[config.mk]
export PLATFORM = sky130hd
export DESIGN_NAME = dm_arbiter_flat
export DESIGN_NICKNAME = d
export VERILOG_FILES = /design/src/rtl/dm_arbiter_pkg.sv /design/src/rtl/dm_arbiter_if.sv /design/src/rtl/dm_arbiter_rr_arb2.sv /design/src/rtl/dm_arbiter.sv /design/src/flat_wrapper.sv
export SDC_FILE = /design/constraint.sdc
export NUM_CORES = 1
export LEC_CHECK = 0
export ABC_CLOCK_PERIOD_IN_PS = 13100
export BUFFER_PORTS_ARGS = -buffer_cell sky130_fd_sc_hd__buf_2
export CAP_MARGIN = 20
export CORE_AREA = 2 2 122 124
export CTS_BUF_LIST = sky130_fd_sc_hd__clkbuf_8 sky130_fd_sc_hd__clkbuf_16
export CTS_CLUSTER_SIZE = 8
export DETAILED_ROUTE_END_ITERATION = 10
export DIE_AREA = 0 0 124 126
export HOLD_SLACK_MARGIN = 0.1
export PLACE_DENSITY = 0.77
export SLEW_MARGIN = 20
export SYNTH_ARGS = -nofsm -noshare
export SYNTH_HDL_FRONTEND = slang
export SYNTH_SLANG_ARGS = --single-unit
[constraint.sdc]
create_clock -name clk -period 13.1 [get_ports clk]
set_input_delay 1.965 -clock clk [delete_from_list [all_inputs] [get_ports clk]]
set_output_delay 1.965 -clock clk [all_outputs]
set_load 0.01 [all_outputs]
[src/rtl/dm_arbiter_pkg.sv]
// Shared definitions for the data-memory arbiter.
//   state_e  : arbiter FSM state encoding
//   owner_e  : which requester currently owns the DM access
//   defaults : MEM_LAT / DM_WORDS
//   word_oob : true when a byte address falls outside the DM word range
package dm_arbiter_pkg;

  typedef enum logic [1:0] {
    IDLE  = 2'd0,
    ISSUE = 2'd1,
    WAIT  = 2'd2,
    RESP  = 2'd3
  } state_e;

  typedef enum logic {
    OWN_M = 1'b0,
    OWN_B = 1'b1
  } owner_e;

  localparam int unsigned MEM_LAT_DEF  = 2;
  localparam int unsigned DM_WORDS_DEF = 4096;

  function automatic logic word_oob(input logic [31:0] addr, input int unsigned words);
    return {2'b00, addr[31:2]} >= 32'(words);
  endfunction

endpackage

[src/rtl/dm_arbiter_if.sv]
// Bus bundle between the two requesters, the arbiter and the data memory.
//   m_*  : pipeline Memory-stage request / response
//   b_*  : bridge/debug request / response
//   oob, busy : status
//   dm_* : single-port data memory access
// Modports: slave = arbiter side, master = requester/memory side.
interface dm_arbiter_if;
  logic        m_req;
  logic        m_we;
  logic [31:0] m_addr;
  logic [31:0] m_wdata;
  logic [3:0]  m_be;
  logic        m_done;
  logic [31:0] m_rdata;
  logic        m_stall;

  logic        b_req;
  logic        b_we;
  logic [31:0] b_addr;
  logic [31:0] b_wdata;
  logic [3:0]  b_be;
  logic        b_done;
  logic [31:0] b_rdata;

  logic        oob;
  logic        busy;

  logic        dm_en;
  logic        dm_we;
  logic [31:0] dm_addr;
  logic [31:0] dm_wdata;
  logic [3:0]  dm_be;
  logic [31:0] dm_rdata;

  modport slave (
    input  m_req, m_we, m_addr, m_wdata, m_be,
    input  b_req, b_we, b_addr, b_wdata, b_be,
    input  dm_rdata,
    output m_done, m_rdata, m_stall,
    output b_done, b_rdata,
    output oob, busy,
    output dm_en, dm_we, dm_addr, dm_wdata, dm_be
  );

  modport master (
    output m_req, m_we, m_addr, m_wdata, m_be,
    output b_req, b_we, b_addr, b_wdata, b_be,
    output dm_rdata,
    input  m_done, m_rdata, m_stall,
    input  b_done, b_rdata,
    input  oob, busy,
    input  dm_en, dm_we, dm_addr, dm_wdata, dm_be
  );
endinterface

[src/rtl/dm_arbiter_rr_arb2.sv]
// Two-input round-robin grant.
//   req_i        : [0] = M request, [1] = B request
//   last_grant_i : owner of the most recently completed access
//   gnt_o        : one-hot grant (combinational), same bit order as req_i
module rr_arb2
  import dm_arbiter_pkg::*;
(
  input  logic [1:0] req_i,
  input  owner_e     last_grant_i,
  output logic [1:0] gnt_o
);

  always_comb begin
    gnt_o = '0;
    case (req_i)
      2'b01:   gnt_o = 2'b01;
      2'b10:   gnt_o = 2'b10;
      // tie: favour whoever was not served last
      2'b11:   gnt_o = (last_grant_i == OWN_M) ? 2'b10 : 2'b01;
      default: gnt_o = '0;
    endcase
  end

endmodule

[src/rtl/dm_arbiter.sv]
// Data-memory arbiter: shares a single-port DM between the pipeline M stage
// and the bridge port, one access at a time, with a fixed DM read latency.
//   clk, reset : clock, asynchronous active-high reset
//   bus        : dm_arbiter_if.slave (requesters, status and DM port)
module dm_arbiter
  import dm_arbiter_pkg::*;
#(
  parameter int unsigned MEM_LAT  = MEM_LAT_DEF,
  parameter int unsigned DM_WORDS = DM_WORDS_DEF
) (
  input  logic         clk,
  input  logic         reset,
  dm_arbiter_if.slave  bus
);

  state_e      state_q, state_d;
  owner_e      owner_q, last_q;
  logic        oob_q;
  logic [3:0]  cnt_q;
  logic [31:0] m_rdata_q, b_rdata_q;
  logic        dm_en_q, dm_we_q;
  logic [31:0] dm_addr_q, dm_wdata_q;
  logic [3:0]  dm_be_q;

  logic [1:0]  gnt;
  logic        sel_b;
  logic        sel_we;
  logic [31:0] sel_addr, sel_wdata;
  logic [3:0]  sel_be;
  logic        sel_oob;
  logic        m_done, b_done, oob, busy;

  rr_arb2 u_rr_arb2 (
    .req_i        ({bus.b_req, bus.m_req}),
    .last_grant_i (last_q),
    .gnt_o        (gnt)
  );

  assign sel_b     = gnt[1];
  assign sel_we    = sel_b ? bus.b_we    : bus.m_we;
  assign sel_addr  = sel_b ? bus.b_addr  : bus.m_addr;
  assign sel_wdata = sel_b ? bus.b_wdata : bus.m_wdata;
  assign sel_be    = sel_b ? bus.b_be    : bus.m_be;
  assign sel_oob   = word_oob(sel_addr, DM_WORDS);

  // state register
  always_ff @(posedge clk or posedge reset) begin
    if (reset) state_q <= IDLE;
    else       state_q <= state_d;
  end

  // next state
  always_comb begin
    state_d = state_q;
    case (state_q)
      IDLE:    if (|gnt) state_d = ISSUE;
      ISSUE:   state_d = (oob_q || dm_we_q) ? RESP : WAIT;
      WAIT:    if (cnt_q == '0) state_d = RESP;
      RESP:    state_d = IDLE;
      default: state_d = IDLE;
    endcase
  end

  // outputs decoded from state
  always_comb begin
    m_done = 1'b0;
    b_done = 1'b0;
    oob    = 1'b0;
    busy   = (state_q != IDLE);
    if (state_q == RESP) begin
      m_done = (owner_q == OWN_M);
      b_done = (owner_q == OWN_B);
      oob    = oob_q;
    end
  end

  // Request latch doubles as the registered DM port. Read data lands in the
  // owner's rdata register on entry to RESP so it is valid alongside done.
  // Every in-range read passes through WAIT (cnt starts at MEM_LAT-1), which
  // for MEM_LAT==1 gives the single capture cycle after ISSUE.
  always_ff @(posedge clk or posedge reset) begin
    if (reset) begin
      owner_q    <= OWN_M;
      last_q     <= OWN_B;
      oob_q      <= 1'b0;
      cnt_q      <= '0;
      m_rdata_q  <= '0;
      b_rdata_q  <= '0;
      dm_en_q    <= 1'b0;
      dm_we_q    <= 1'b0;
      dm_addr_q  <= '0;
      dm_wdata_q <= '0;
      dm_be_q    <= '0;
    end else begin
      dm_en_q <= 1'b0;
      case (state_q)
        IDLE: begin
          if (|gnt) begin
            owner_q    <= sel_b ? OWN_B : OWN_M;
            oob_q      <= sel_oob;
            dm_en_q    <= ~sel_oob;
            dm_we_q    <= sel_we;
            dm_addr_q  <= sel_addr;
            dm_wdata_q <= sel_wdata;
            dm_be_q    <= sel_be;
          end
        end
        ISSUE: begin
          if (!dm_we_q) begin
            if (oob_q) begin
              if (owner_q == OWN_M) m_rdata_q <= '0;
              else                  b_rdata_q <= '0;
            end else begin
              cnt_q <= 4'(MEM_LAT - 1);
            end
          end
        end
        WAIT: begin
          if (cnt_q == '0) begin
            if (owner_q == OWN_M) m_rdata_q <= bus.dm_rdata;
            else                  b_rdata_q <= bus.dm_rdata;
          end else begin
            cnt_q <= cnt_q - 4'd1;
          end
        end
        RESP:    last_q <= owner_q;
        default: ;
      endcase
    end
  end

  assign bus.m_done   = m_done;
  assign bus.b_done   = b_done;
  assign bus.oob      = oob;
  assign bus.busy     = busy;
  assign bus.m_stall  = bus.m_req & ~m_done;
  assign bus.m_rdata  = m_rdata_q;
  assign bus.b_rdata  = b_rdata_q;
  assign bus.dm_en    = dm_en_q;
  assign bus.dm_we    = dm_we_q;
  assign bus.dm_addr  = dm_addr_q;
  assign bus.dm_wdata = dm_wdata_q;
  assign bus.dm_be    = dm_be_q;

endmodule
[src/flat_wrapper.sv]
// flat-port wrapper written by rule: the top's interface ports become plain ports
module dm_arbiter_flat import dm_arbiter_pkg::*;
#(
  parameter int unsigned MEM_LAT  = MEM_LAT_DEF,
  parameter int unsigned DM_WORDS = DM_WORDS_DEF
)
  (clk, reset, bus_m_req, bus_m_we, bus_m_addr, bus_m_wdata, bus_m_be, bus_b_req, bus_b_we, bus_b_addr, bus_b_wdata, bus_b_be, bus_dm_rdata, bus_m_done, bus_m_rdata, bus_m_stall, bus_b_done, bus_b_rdata, bus_oob, bus_busy, bus_dm_en, bus_dm_we, bus_dm_addr, bus_dm_wdata, bus_dm_be);
  dm_arbiter_if bus_i ();
  input  logic clk;
  input  logic reset;
  input wire logic [$bits(bus_i.m_req)-1:0] bus_m_req;
  input wire logic [$bits(bus_i.m_we)-1:0] bus_m_we;
  input wire logic [$bits(bus_i.m_addr)-1:0] bus_m_addr;
  input wire logic [$bits(bus_i.m_wdata)-1:0] bus_m_wdata;
  input wire logic [$bits(bus_i.m_be)-1:0] bus_m_be;
  input wire logic [$bits(bus_i.b_req)-1:0] bus_b_req;
  input wire logic [$bits(bus_i.b_we)-1:0] bus_b_we;
  input wire logic [$bits(bus_i.b_addr)-1:0] bus_b_addr;
  input wire logic [$bits(bus_i.b_wdata)-1:0] bus_b_wdata;
  input wire logic [$bits(bus_i.b_be)-1:0] bus_b_be;
  input wire logic [$bits(bus_i.dm_rdata)-1:0] bus_dm_rdata;
  output wire logic [$bits(bus_i.m_done)-1:0] bus_m_done;
  output wire logic [$bits(bus_i.m_rdata)-1:0] bus_m_rdata;
  output wire logic [$bits(bus_i.m_stall)-1:0] bus_m_stall;
  output wire logic [$bits(bus_i.b_done)-1:0] bus_b_done;
  output wire logic [$bits(bus_i.b_rdata)-1:0] bus_b_rdata;
  output wire logic [$bits(bus_i.oob)-1:0] bus_oob;
  output wire logic [$bits(bus_i.busy)-1:0] bus_busy;
  output wire logic [$bits(bus_i.dm_en)-1:0] bus_dm_en;
  output wire logic [$bits(bus_i.dm_we)-1:0] bus_dm_we;
  output wire logic [$bits(bus_i.dm_addr)-1:0] bus_dm_addr;
  output wire logic [$bits(bus_i.dm_wdata)-1:0] bus_dm_wdata;
  output wire logic [$bits(bus_i.dm_be)-1:0] bus_dm_be;
  assign bus_i.m_req = bus_m_req;
  assign bus_i.m_we = bus_m_we;
  assign bus_i.m_addr = bus_m_addr;
  assign bus_i.m_wdata = bus_m_wdata;
  assign bus_i.m_be = bus_m_be;
  assign bus_i.b_req = bus_b_req;
  assign bus_i.b_we = bus_b_we;
  assign bus_i.b_addr = bus_b_addr;
  assign bus_i.b_wdata = bus_b_wdata;
  assign bus_i.b_be = bus_b_be;
  assign bus_i.dm_rdata = bus_dm_rdata;
  assign bus_m_done = bus_i.m_done;
  assign bus_m_rdata = bus_i.m_rdata;
  assign bus_m_stall = bus_i.m_stall;
  assign bus_b_done = bus_i.b_done;
  assign bus_b_rdata = bus_i.b_rdata;
  assign bus_oob = bus_i.oob;
  assign bus_busy = bus_i.busy;
  assign bus_dm_en = bus_i.dm_en;
  assign bus_dm_we = bus_i.dm_we;
  assign bus_dm_addr = bus_i.dm_addr;
  assign bus_dm_wdata = bus_i.dm_wdata;
  assign bus_dm_be = bus_i.dm_be;
  dm_arbiter #(.MEM_LAT(MEM_LAT), .DM_WORDS(DM_WORDS)) u_core (.clk(clk), .reset(reset), .bus(bus_i));
endmodule
==> impl_summary.log <==
INFO  metric tightest_slew = around 0.99 ns
INFO  metric pin_count_of_the_biggest_net_entering_global_routing = 114
INFO  metric synth_edf_count = 0
INFO  metric post_synth.cell_area_avg = between 10 and 15 sq um
INFO  metric num-nets-final = 1,102
INFO  metric drive_gt1_frac = 0.3840
INFO  metric cell_family_with_most_cp_delay = buffers and inverters
INFO  metric tritoncts.num_buffers = 17
INFO  metric port_buffers = 312
INFO  metric floorplan.die_area = 15,620 sq um
INFO  metric final_antenna_net_count = 0
INFO  metric max_slew_margin = 0.3378
INFO  metric gr-usage-all-layers = 0.2269
INFO  metric num_rows = 44
INFO  metric leakage_power_figure = 4.583 nW
INFO  metric hold_viol_final = 0
INFO  metric drt-vias-per-instance = around 5
INFO  metric synth_cells = between 600 and 700
INFO  metric r2r_cells = 5
INFO  metric first_pass_iters = 4
INFO  metric post-route-min-period = around 4.4 ns
INFO  metric final-setup-viol-count = 0
INFO  metric synth-main-ff-cell = sky130_fd_sc_hd__dfrtp_1
INFO  metric routed_wirelength = 17,880 microns
INFO  metric hpwl = 13,160 microns
INFO  metric maxCapViolCount = 0
INFO  metric start_kind = primary input
INFO  metric critical-path-max-stage-delay = about 0.17 ns
INFO  metric globalRoute.totalOverflow = 0
INFO  metric totalNegativeSetupSlack = 0 ns
INFO  metric status = finished, final reports clean
INFO  metric number_of_drc_markers_in_iteration_0 = around 250
INFO  metric worst_ep_arrival_time = 2.41 ns
INFO  metric combinationalPowerShare = 0.374
INFO  metric synth.distinct_cells = 39
INFO  metric multi_input_comb_area = ~2500 sq um
INFO  metric htree_num_levels = 4
INFO  metric synthToLayoutAreaGrowth = 36.95%
INFO  metric final_slew_violations = 0
INFO  metric insertion_delay = around 0.43 ns
INFO  metric final_common_cell = sky130_fd_sc_hd__buf_2
INFO  metric setup.worst_path.end_class = output port
INFO  metric path_clk_slew = roughly 0.06 ns
INFO  metric boundaryPins = 313
INFO  metric post-cts-setup-buffer-count = 0
INFO  metric async_reset_ff_frac = 1.000
INFO  metric sequential_fraction_of_the_synthesis_area = 0.5721
INFO  metric cts_tree = yes
INFO  metric ys_ff_latch = roughly 140
INFO  metric grt_setup_unrepaired = false
INFO  metric synthDominantCellAreaShare = 0.5679
INFO  metric clkSinkCount = 143
INFO  metric vias = between 5k and 6k
INFO  metric detail_route.wl_per_cell = 15.98 microns
INFO  metric final.hold.worst_slack = ~0.47 ns
INFO  metric timing.critical_path.mode_cell = sky130_fd_sc_hd__buf_2
INFO  metric most-common-layout-cells = 312 x sky130_fd_sc_hd__buf_2, 166 x sky130_fd_sc_hd__nand2_1, 142 x sky130_fd_sc_hd__dfrtp_1
INFO  metric switchingPower = ~0.00074 W
INFO  metric critical_path_peak_fanout = 5
INFO  metric vdd_ir_drop_max = 108.7 uV
INFO  metric die_w = 124 microns
INFO  metric power.share.switching = 0.3802
INFO  metric core-area = about 14,000 sq um
INFO  metric synth_area = between 6000 and 7000 sq um
INFO  metric timing.setup.critical_path_class = in -> out
INFO  metric final_worst_path_period_share = 0.3337
INFO  metric synth.yosys.warnings = 0
INFO  metric clk_root_buffer_cell = sky130_fd_sc_hd__clkbuf_16
INFO  metric cts.repair.resized = 0
INFO  metric slowest_stage = sky130_fd_sc_hd__buf_2
INFO  metric die_h = roughly 130 microns
INFO  metric crit_buf_inv = 2
INFO  metric grt_first_pass_wirelength = roughly 27,000 microns
INFO  metric path_cells = buf_2, nor2b_1, buf_2
INFO  metric timing.hold.worst.class = reg -> reg
INFO  metric required = around 11 ns
INFO  metric power-per-cell-area = roughly 230 nW/um^2
INFO  metric finalClockSkew = between 0.01 and 0.015 ns
INFO  metric ctsLongestPathBuffers = 2
INFO  metric part_of_the_total_power_dissipated_in_sequential_elements = 0.371
INFO  metric antenna_cell_count = 0
INFO  metric remaining_drc_errors = 0
INFO  metric initial_core_util = 0.4372
INFO  metric total_of_fill_cells_in_the_finished_design = approximately 1.2k
INFO  metric cts.hold.buffers_added = 0
INFO  metric yosys.area.top_type = sky130_fd_sc_hd__dfrtp_1
INFO  metric net_count_synth = between 800 and 900
INFO  metric p_clk_frac = 0.255
INFO  metric gpl.final_weighted_congestion = a little over 0.8
INFO  metric timing.fmax = roughly 0.23 GHz
INFO  metric power.internal = roughly 0.0012 W
INFO  metric grt_pass1_vias = between 5k and 6k
INFO  metric path_depth = 3
INFO  metric seq_area = around 3600 sq um
INFO  metric synth_top_cells_by_area = sky130_fd_sc_hd__dfrtp_1 57%, sky130_fd_sc_hd__mux2i_1 11%, sky130_fd_sc_hd__o21ai_0 11%, sky130_fd_sc_hd__nand2_1 10%, sky130_fd_sc_hd__clkbuf_1 1.4%
INFO  metric whs_path_depth = 2
INFO  metric number_of_antenna_violations_at_the_first_check_in_global_routing = 2
[state kept, by name, summed over array words and instances, names as in the netlist]
| signal | cells |
|---|---|
| u_core.owner_q | 1 |
| u_core.bus.b_rdata | 32 |
| u_core.bus.dm_en | 1 |
| u_core.oob_q | 1 |
| u_core.bus.dm_be | 4 |
| u_core.bus.dm_addr | 32 |
| u_core.state_q | 2 |
| u_core.bus.m_rdata | 32 |
| u_core.bus.dm_we | 1 |
| u_core.bus.dm_wdata | 32 |
| u_core.last_q | 1 |
| u_core.cnt_q | 4 |
[cell type report]
| class | count | share of cell area |
|---|---|---|
| multi-input combinational | 430 | 0.2911 |
| clock buffer | 18 | 0.05125 |
| tap | 184 | 0.02687 |
| timing repair buffer | 318 | 0.1875 |
| inverter | 12 | 0.005840 |
| clock inverter | 14 | 0.01971 |
| sequential | 143 | 0.4177 |
[metrics by stage]
step	utilization	total power (W)	worst slack (ns)	instance area, sq um	std cells
after global placement	0.5562	0.001426	8.719	7961	1087
after floorplan	-	0.001148	7.299	6257	624
after CTS	0.5987	0.001950	8.729	8569	1119
after global routing	0.5987	0.002078	8.707	8569	1119
after detailed placement	0.5562	0.001452	8.728	7961	1087
final	0.5987	0.001936	8.729	8569	1119
[layer usage]
| layer | track usage | share of wire |
|---|---|---|
| met3 | 0.09692 | 0.10 |
| met1 | 0.2533 | 0.39 |
| met5 | 0 | 0.0014 |
| met4 | 0.07997 | 0.019 |
| met2 | 0.3853 | 0.49 |
[cells in the mapped netlist, types with 2 or more instances]
cell and n:
sky130_fd_sc_hd__or4_1 3, sky130_fd_sc_hd__dfrtp_1 142, sky130_fd_sc_hd__nor2b_1 4, sky130_fd_sc_hd__nand3_1 2, sky130_fd_sc_hd__ha_1 6, sky130_fd_sc_hd__nor4_1 4
sky130_fd_sc_hd__inv_1 12, sky130_fd_sc_hd__nand2_1 166, sky130_fd_sc_hd__mux2_2 2, sky130_fd_sc_hd__clkbuf_1 24, sky130_fd_sc_hd__buf_4 7, sky130_fd_sc_hd__and2_1 2
sky130_fd_sc_hd__buf_2 8, sky130_fd_sc_hd__a21oi_1 3, sky130_fd_sc_hd__nor3_1 4, sky130_fd_sc_hd__o21ai_0 136, sky130_fd_sc_hd__nor2_1 8, sky130_fd_sc_hd__mux2i_1 69
sky130_fd_sc_hd__o221ai_2 2
[kinds of logic after synthesis]
logic type	Yosys count	synth area share
AOI/OAI and AO/OA	153	0.1336
adders and majority gates	6	0.01200
buffers and inverters	51	0.03639
DFF	143	0.5721
muxes	71	0.1140
and+or+nand+nor	200	0.1320
[worst paths after layout]
kind,startpoint,slack (ns),endpoint
worst min-delay path,u_core.bus.m_rdata[7],0.47,u_core.bus.m_rdata[7]
worst max register to register,u_core.last_q,10.60,u_core.oob_q
max in group asynchronous,reset,10.07,u_core.bus.m_rdata[3]
min in group asynchronous,reset,1.63,u_core.bus.m_rdata[29]
worst max-delay path,bus_m_req,8.73,bus_m_stall
worst min register to register,u_core.bus.m_rdata[7],0.47,u_core.bus.m_rdata[7]
[power by group through the flow]
stage               Clock (W)  Combinational [W]  Sequential [W]
global route         0.000522           0.000816        0.000741
finish               0.000494           0.000724        0.000718
detailed placement          0           0.000732        0.000720
global placement            0           0.000710        0.000716
floorplan                   0           0.000356        0.000792
CTS                  0.000502           0.000730        0.000718
[worst reg2reg max path: cells and delay by family, from the launching register on]
kind	cells	cell delay (ns)
AO/OA/AOI/OAI	3	0.97
buffers and inverters	1	0.87
flip-flops	1	0.39
AND/OR/NAND/NOR	1	0.22
Note: power is estimated with default switching activity, not from simulation.
